## config.mk

```make
export PLATFORM = sky130hd
export DESIGN_NAME = ps2_host_tx
export DESIGN_NICKNAME = d
export VERILOG_FILES = /design/src/rtl/ps2_pkg.sv /design/src/rtl/ps2_clk_filter.sv /design/src/rtl/ps2_host_tx.sv
export SDC_FILE = /design/constraint.sdc
export NUM_CORES = 1
export LEC_CHECK = 0
export ABC_AREA = 1
export BUFFER_PORTS_ARGS = -buffer_cell sky130_fd_sc_hd__buf_2
export CELL_PAD_IN_SITES_DETAIL_PLACEMENT = 0
export CELL_PAD_IN_SITES_GLOBAL_PLACEMENT = 1
export CORE_MARGIN = 5
export CORE_UTILIZATION = 39
export DETAILED_ROUTE_END_ITERATION = 8
export PLACE_DENSITY = 0.86
export SKIP_CTS_REPAIR_TIMING = 1
export SLEW_MARGIN = 20
export SYNTH_ARGS = -nofsm -noshare
export SYNTH_HDL_FRONTEND = slang
export SYNTH_SLANG_ARGS = --single-unit
```

## constraint.sdc

```tcl
create_clock -name clk -period 1.5 [get_ports clk]
set_input_delay 0.3 -clock clk [delete_from_list [all_inputs] [get_ports clk]]
set_output_delay 0.3 -clock clk [all_outputs]
set_load 0.01 [all_outputs]
```

## src/rtl/ps2_pkg.sv

```systemverilog
// Shared PS/2 definitions: FSM states, command bytes, LED bit positions
// and the frame parity helper.
package ps2_pkg;

  typedef enum logic [2:0] {
    IDLE,
    INHIBIT,
    SEND,
    ACK,
    WAIT_IDLE
  } tx_state_t;

  // Host commands and device responses
  localparam logic [7:0] CMD_SET_LED = 8'hED;
  localparam logic [7:0] CMD_ENABLE  = 8'hF4;
  localparam logic [7:0] CMD_RESET   = 8'hFF;
  localparam logic [7:0] RSP_ACK     = 8'hFA;
  localparam logic [7:0] RSP_RESEND  = 8'hFE;

  // Argument bits of CMD_SET_LED
  localparam int LED_SCROLL = 0;
  localparam int LED_NUM    = 1;
  localparam int LED_CAPS   = 2;

  // Falling edge that presents the parity bit; the next one releases data (stop).
  localparam logic [3:0] PARITY_EDGE = 4'd9;
  localparam logic [3:0] STOP_EDGE   = 4'd10;

  // Odd parity: data plus parity bit carry an odd number of ones.
  function automatic logic odd_parity(input logic [7:0] data);
    return ~^data;
  endfunction

endpackage

```

## src/rtl/ps2_clk_filter.sv

```systemverilog
// Pad synchronizer plus falling-edge qualifier for the PS/2 clock.
// An edge counts only after the clock has stayed low for three samples,
// so 1- and 2-cycle glitches never produce a fall.
module ps2_clk_filter
  import ps2_pkg::*;
(
  input  logic clk,
  input  logic reset,
  input  logic ps2_clk,
  input  logic ps2_dat,
  output logic fall,
  output logic clk_level,
  output logic dat
);

  logic [1:0] clk_sync_reg;
  logic [1:0] dat_sync_reg;
  logic [3:0] hist_reg;

  // Two-flop synchronizers (idle high) and the clock sample history, newest in bit 3
  always_ff @(posedge clk) begin
    if (reset) begin
      clk_sync_reg <= 2'b11;
      dat_sync_reg <= 2'b11;
      hist_reg     <= 4'b0000;
    end else begin
      clk_sync_reg <= {clk_sync_reg[0], ps2_clk};
      dat_sync_reg <= {dat_sync_reg[0], ps2_dat};
      hist_reg     <= {clk_sync_reg[1], hist_reg[3:1]};
    end
  end

  assign fall      = (hist_reg == 4'b0001);
  assign clk_level = clk_sync_reg[1];
  assign dat       = dat_sync_reg[1];

endmodule

```

## src/rtl/ps2_host_tx.sv

```systemverilog
// PS/2 host-to-device transmitter: inhibits the bus, sends start, 8 data
// bits LSB first, odd parity and stop, then checks the device ACK bit.
module ps2_host_tx
  import ps2_pkg::*;
#(
  parameter int CLK_FREQ   = 48000000,
  parameter int INHIBIT_US = 100,
  parameter int TIMEOUT_US = 15000
) (
  input  logic       clk,
  input  logic       reset,
  input  logic       ps2_clk,
  input  logic       ps2_dat,
  output logic       ps2_clk_oe,
  output logic       ps2_dat_oe,
  input  logic       tx_valid,
  input  logic [7:0] tx_data,
  output logic       tx_ready,
  output logic       busy,
  output logic       done,
  output logic       error
);

  localparam int CYC_PER_US     = CLK_FREQ / 1000000;
  localparam int INHIBIT_CYCLES = CYC_PER_US * INHIBIT_US;
  localparam int TIMEOUT_CYCLES = CYC_PER_US * TIMEOUT_US;
  localparam int CNT_MAX        = (INHIBIT_CYCLES > TIMEOUT_CYCLES) ? INHIBIT_CYCLES : TIMEOUT_CYCLES;
  localparam int CNT_W          = $clog2(CNT_MAX + 1);

  localparam logic [CNT_W-1:0] INHIBIT_LAST = CNT_W'(INHIBIT_CYCLES - 1);
  localparam logic [CNT_W-1:0] INHIBIT_HALF = CNT_W'(INHIBIT_CYCLES / 2);
  localparam logic [CNT_W-1:0] TIMEOUT_LAST = CNT_W'(TIMEOUT_CYCLES - 1);

  tx_state_t        state_reg, state_next;
  logic [CNT_W-1:0] cnt_reg;        // inhibit length, then SEND/ACK timeout
  logic [3:0]       bit_cnt_reg;    // qualified falling edges seen in SEND
  logic [8:0]       shift_reg;      // {parity, data}, shifted out LSB first
  logic             line_reg;       // data level currently presented in SEND
  logic             err_flag_reg;   // ACK bit was high
  logic             idle_prev_reg;  // both lines were high last cycle
  logic             done_reg;
  logic             error_reg;

  logic fall;
  logic clk_level;
  logic dat_level;
  logic timeout;
  logic idle_ok;

  ps2_clk_filter u_filter (
    .clk       (clk),
    .reset     (reset),
    .ps2_clk   (ps2_clk),
    .ps2_dat   (ps2_dat),
    .fall      (fall),
    .clk_level (clk_level),
    .dat       (dat_level)
  );

  assign timeout = ((state_reg == SEND) || (state_reg == ACK)) && (cnt_reg == TIMEOUT_LAST);
  assign idle_ok = idle_prev_reg && clk_level && dat_level;

  // State register
  always_ff @(posedge clk) begin
    if (reset) state_reg <= IDLE;
    else       state_reg <= state_next;
  end

  // Next-state logic; the timeout overrides any edge seen in the same cycle
  always_comb begin
    state_next = state_reg;
    case (state_reg)
      IDLE:      if (tx_valid) state_next = INHIBIT;
      INHIBIT:   if (cnt_reg == INHIBIT_LAST) state_next = SEND;
      SEND: begin
        if (timeout) state_next = IDLE;
        else if (fall && (bit_cnt_reg == PARITY_EDGE)) state_next = ACK;
      end
      ACK: begin
        if (timeout) state_next = IDLE;
        else if (fall) state_next = WAIT_IDLE;
      end
      WAIT_IDLE: if (idle_ok) state_next = IDLE;
      default:   state_next = IDLE;
    endcase
  end

  // Datapath: frame shifting, counters and the done/error pulses.
  // A missing ACK is remembered and reported when the bus goes idle, so the
  // error pulse lines up with busy falling just like done does.
  always_ff @(posedge clk) begin
    if (reset) begin
      cnt_reg       <= '0;
      bit_cnt_reg   <= '0;
      shift_reg     <= '0;
      line_reg      <= 1'b1;
      err_flag_reg  <= 1'b0;
      idle_prev_reg <= 1'b0;
      done_reg      <= 1'b0;
      error_reg     <= 1'b0;
    end else begin
      done_reg      <= 1'b0;
      error_reg     <= 1'b0;
      idle_prev_reg <= clk_level && dat_level;
      case (state_reg)
        IDLE: begin
          if (tx_valid) begin
            shift_reg    <= {odd_parity(tx_data), tx_data};
            bit_cnt_reg  <= '0;
            cnt_reg      <= '0;
            err_flag_reg <= 1'b0;
            line_reg     <= 1'b0;  // start bit
          end
        end
        INHIBIT: begin
          cnt_reg <= (cnt_reg == INHIBIT_LAST) ? '0 : cnt_reg + CNT_W'(1);
        end
        SEND, ACK: begin
          if (timeout) begin
            error_reg <= 1'b1;
          end else begin
            cnt_reg <= cnt_reg + CNT_W'(1);
            if (fall) begin
              if (state_reg == SEND) begin
                if (bit_cnt_reg != STOP_EDGE) bit_cnt_reg <= bit_cnt_reg + 4'd1;
                if (bit_cnt_reg == PARITY_EDGE) begin
                  line_reg <= 1'b1;  // stop bit: release data
                end else begin
                  line_reg  <= shift_reg[0];
                  shift_reg <= {1'b0, shift_reg[8:1]};
                end
              end else if (dat_level) begin
                err_flag_reg <= 1'b1;
              end
            end
          end
        end
        WAIT_IDLE: begin
          if (idle_ok) begin
            if (err_flag_reg) error_reg <= 1'b1;
            else              done_reg  <= 1'b1;
          end
        end
        default: ;
      endcase
    end
  end

  // Output decode: open-drain enables and handshake flags
  always_comb begin
    ps2_clk_oe = 1'b0;
    ps2_dat_oe = 1'b0;
    case (state_reg)
      INHIBIT: begin
        ps2_clk_oe = 1'b1;
        ps2_dat_oe = (cnt_reg >= INHIBIT_HALF);
      end
      SEND:    ps2_dat_oe = ~line_reg;
      default: ;
    endcase
    tx_ready = (state_reg == IDLE);
    busy     = (state_reg != IDLE);
    done     = done_reg;
    error    = error_reg;
  end

endmodule

```

==> flow_summary.json <==
{
  "cp_max_fo": 3,
  "reg2reg_slack_ns": -0.24,
  "slowest_stage": "dfxtp_4",
  "routabilityCongestion": 0.9758,
  "worstSetupPathType": "reg2out",
  "syn_nets": 464,
  "r2r_start": "cnt_reg[16]",
  "grt_pass1_vias": 2966,
  "root_buffer": "clkbuf_8",
  "fillCellCount": 658,
  "fp.coreArea_mm2": 0.007331,
  "antenna_cells": 0,
  "dieArea_mm2": 0.009423,
  "cts_tree": "yes",
  "arrival_ns": 1.68,
  "cts_sinks": 49,
  "wl_per_cell_um": 14.48,
  "syn_area_mm2": 0.002957,
  "drtIter0Drc": 179,
  "vdd_ir_drop_max_v": 0.0009387,
  "grt_pass1_wl_um": 13670,
  "synthFlopType": "dfxtp_1",
  "dpl.hpwl_um": 6162,
  "slew_headroom_pct": 72.40,
  "reg2reg_to": "shift_reg[6]",
  "antenna_found_initial": 0,
  "ys_ff_latch": 49,
  "layout-drive-gt1-share_pct": 44.32,
  "crit_family": "simple AND/OR/NAND/NOR gates",
  "ff2ff_path_depth": 13,
  "die_y_um": 97.07,
  "violations": "setup timing",
  "row_count": 31,
  "fin_hold_ws_ns": 0.1520,
  "grt_max_degree": 30,
  "rsz0062_at_grt": "true",
  "setup_slack_ns": -0.4777,
  "syn_to_final_growth_pct": 49.98,
  "path_buf_inv": 2,
  "ios": 19,
  "clkTransAtPathRegs_ns": 0.11,
  "fin_crit_ns": 1.978,
  "vias": 3285,
  "ys.warnings.count": 0,
  "die_w_um": 97.07,
  "wirelength_um": 9340,
  "synth_cells": 446,
  "worst_pin_slew_ns": 0.4136,
  "clockBufferDepth": 2,
  "nets": 563,
  "clock_latency_ns": 0.32,
  "cts_buffers": 5,
  "ant_nets": 0,
  "p_per_area_mw_per_mm2": 1464,
  "hold_viol_final": 0,
  "required_ns": 1.20,
  "critPathCaptureType": "output pin",
  "hold_class": "in2reg",
  "clock_skew_ns": 0.01018,
  "fin_setup_tns_ns": -7.419,
  "numPortBuffers": 18,
  "crit_chain": "inv_4 > nand2_4 > nor3_2 > nand3_1 > a21oi_1 > nand3_1 > nand2_1 > o21ai_1 > buf_2",
  "grt_usage_pct": 17.12,
  "async_reset_ff_share_pct": 0,
  "layout_common_cells": "nand2_1, buf_4, inv_1",
  "h-tree-depth": 2,
  "status": "complete, but fails checks",
  "holdPathStages": 2,
  "drt_pass1_iterations": 5,
  "grt_overflow": 0,
  "start_util_pct": 40.33,
  "critical_path.max_stage_delay_ns": 0.38,
  "slew_violations": 0,
  "final_common_cell": "nand2_1",
  "min_from": "ps2_dat",
  "finalSetupViolCount": 40,
  "yosysUniqueCellTypes": 36,
  "whs_endpoint": "u_filter.dat_sync_reg[0]",
  "largest_reg_flops": 20,
  "startpoint_type": "flop",
  "fin_crit_sh_pct": 131.8,
  "yosysSeqAreaShare_pct": 33.18,
  "syn_avg_cell_area_um2": 6.629,
  "power_leakage_nw": 1.994,
  "place_ws_ns": -0.2309,
  "fmax_mhz": 505.6,
  "critPathMostFrequentCell": "nand3_1",
  "max_cap_violations": 0,
  "drc": 0,
  "vias_per_cell": 5.093,
  "synth_edf_count": 0
}
[per-layer routing]
layer,vias to the layer above,global-route usage (%),part of all wire (%)
met5,-,0,0
li1,1631,-,-
met3,28,2.513,5.4
met1,1521,23.22,43
met2,105,27.23,48
met4,0,6.803,3.4
[report_power, final]
group / internal, mW / total [mW] / leakage (nW) / switching, mW
combinational: 1.58 / 3.94 / 1.53 / 2.36
sequential: 1.52 / 1.67 / 0.411 / 0.147
clock: 0.350 / 0.879 / 0.0506 / 0.529
[cell usage after synthesis, types with 2 or more instances]
cell type / n / area, um2
ha_1: 5 / 62.56
nand2_2: 12 / 75.07
xnor2_1: 5 / 43.79
or2_2: 5 / 31.28
a21oi_2: 2 / 17.52
nor2_1: 48 / 180.2
inv_2: 4 / 15.01
clkbuf_1: 3 / 11.26
buf_4: 4 / 30.03
nand3b_1: 2 / 15.01
xor2_1: 6 / 52.55
inv_4: 2 / 12.51
nor3_2: 4 / 40.04
nor2_2: 7 / 43.79
o211ai_1: 3 / 22.52
nand2_4: 4 / 45.04
buf_2: 2 / 10.01
nor2_4: 2 / 22.52
a21oi_1: 32 / 160.2
o21ai_0: 13 / 65.06
buf_6: 3 / 33.78
inv_1: 48 / 180.2
nand4_1: 8 / 50.05
nand2_1: 112 / 420.4
dfxtp_1: 49 / 980.9
nor3_1: 9 / 45.04
nand3_1: 43 / 215.2
[worst max-delay path by stage]
stage | from | endpoint | slack, ns | cells past startpoint
2_1_floorplan | cnt_reg[1] | shift_reg[7] | 0.02 | 11
3_3_place_gp | cnt_reg[16] | ps2_dat_oe | -0.25 | 9
3_5_place_dp | cnt_reg[16] | ps2_dat_oe | -0.23 | 9
4_1_cts | cnt_reg[16] | ps2_dat_oe | -0.60 | 9
5_1_grt | cnt_reg[16] | ps2_dat_oe | -0.56 | 9
6_report | cnt_reg[16] | ps2_dat_oe | -0.48 | 9
[area by class of cell]
cell class | instances | area [um2] | area share (%)
multi-input combinational | 331 | 2111 | 47.60
sequential | 49 | 1013 | 22.86
timing repair buffer | 102 | 843.3 | 19.02
inverter | 55 | 234.0 | 5.277
tap | 99 | 123.9 | 2.793
clock buffer | 5 | 68.82 | 1.552
clock inverter | 3 | 28.78 | 0.6490
timing repair inverter | 1 | 11.26 | 0.2540
[per-stage QoR]
stage                     total power [mW]  area, um2  util (%)  cells
after floorplan                      3.482       2972         -    446
final                                6.493       4434     60.49    645
after global placement               4.369       3633     49.56    617
after CTS                            5.321       3731     50.90    625
after detailed placement             4.447       3633     49.56    617
after global routing                 6.911       4434     60.49    645
[kinds of logic after synthesis]
| kind of cell | synth area share [%] |
|---|---|
| xor gates and xnor gates | 3.258 |
| and+or+nand+nor | 41.26 |
| buffers and inverters | 10.03 |
| adders and majority gates | 2.116 |
| AOI/OAI and AO/OA | 10.16 |
| DFF | 33.18 |
Note: power is estimated with default switching activity, not from simulation.
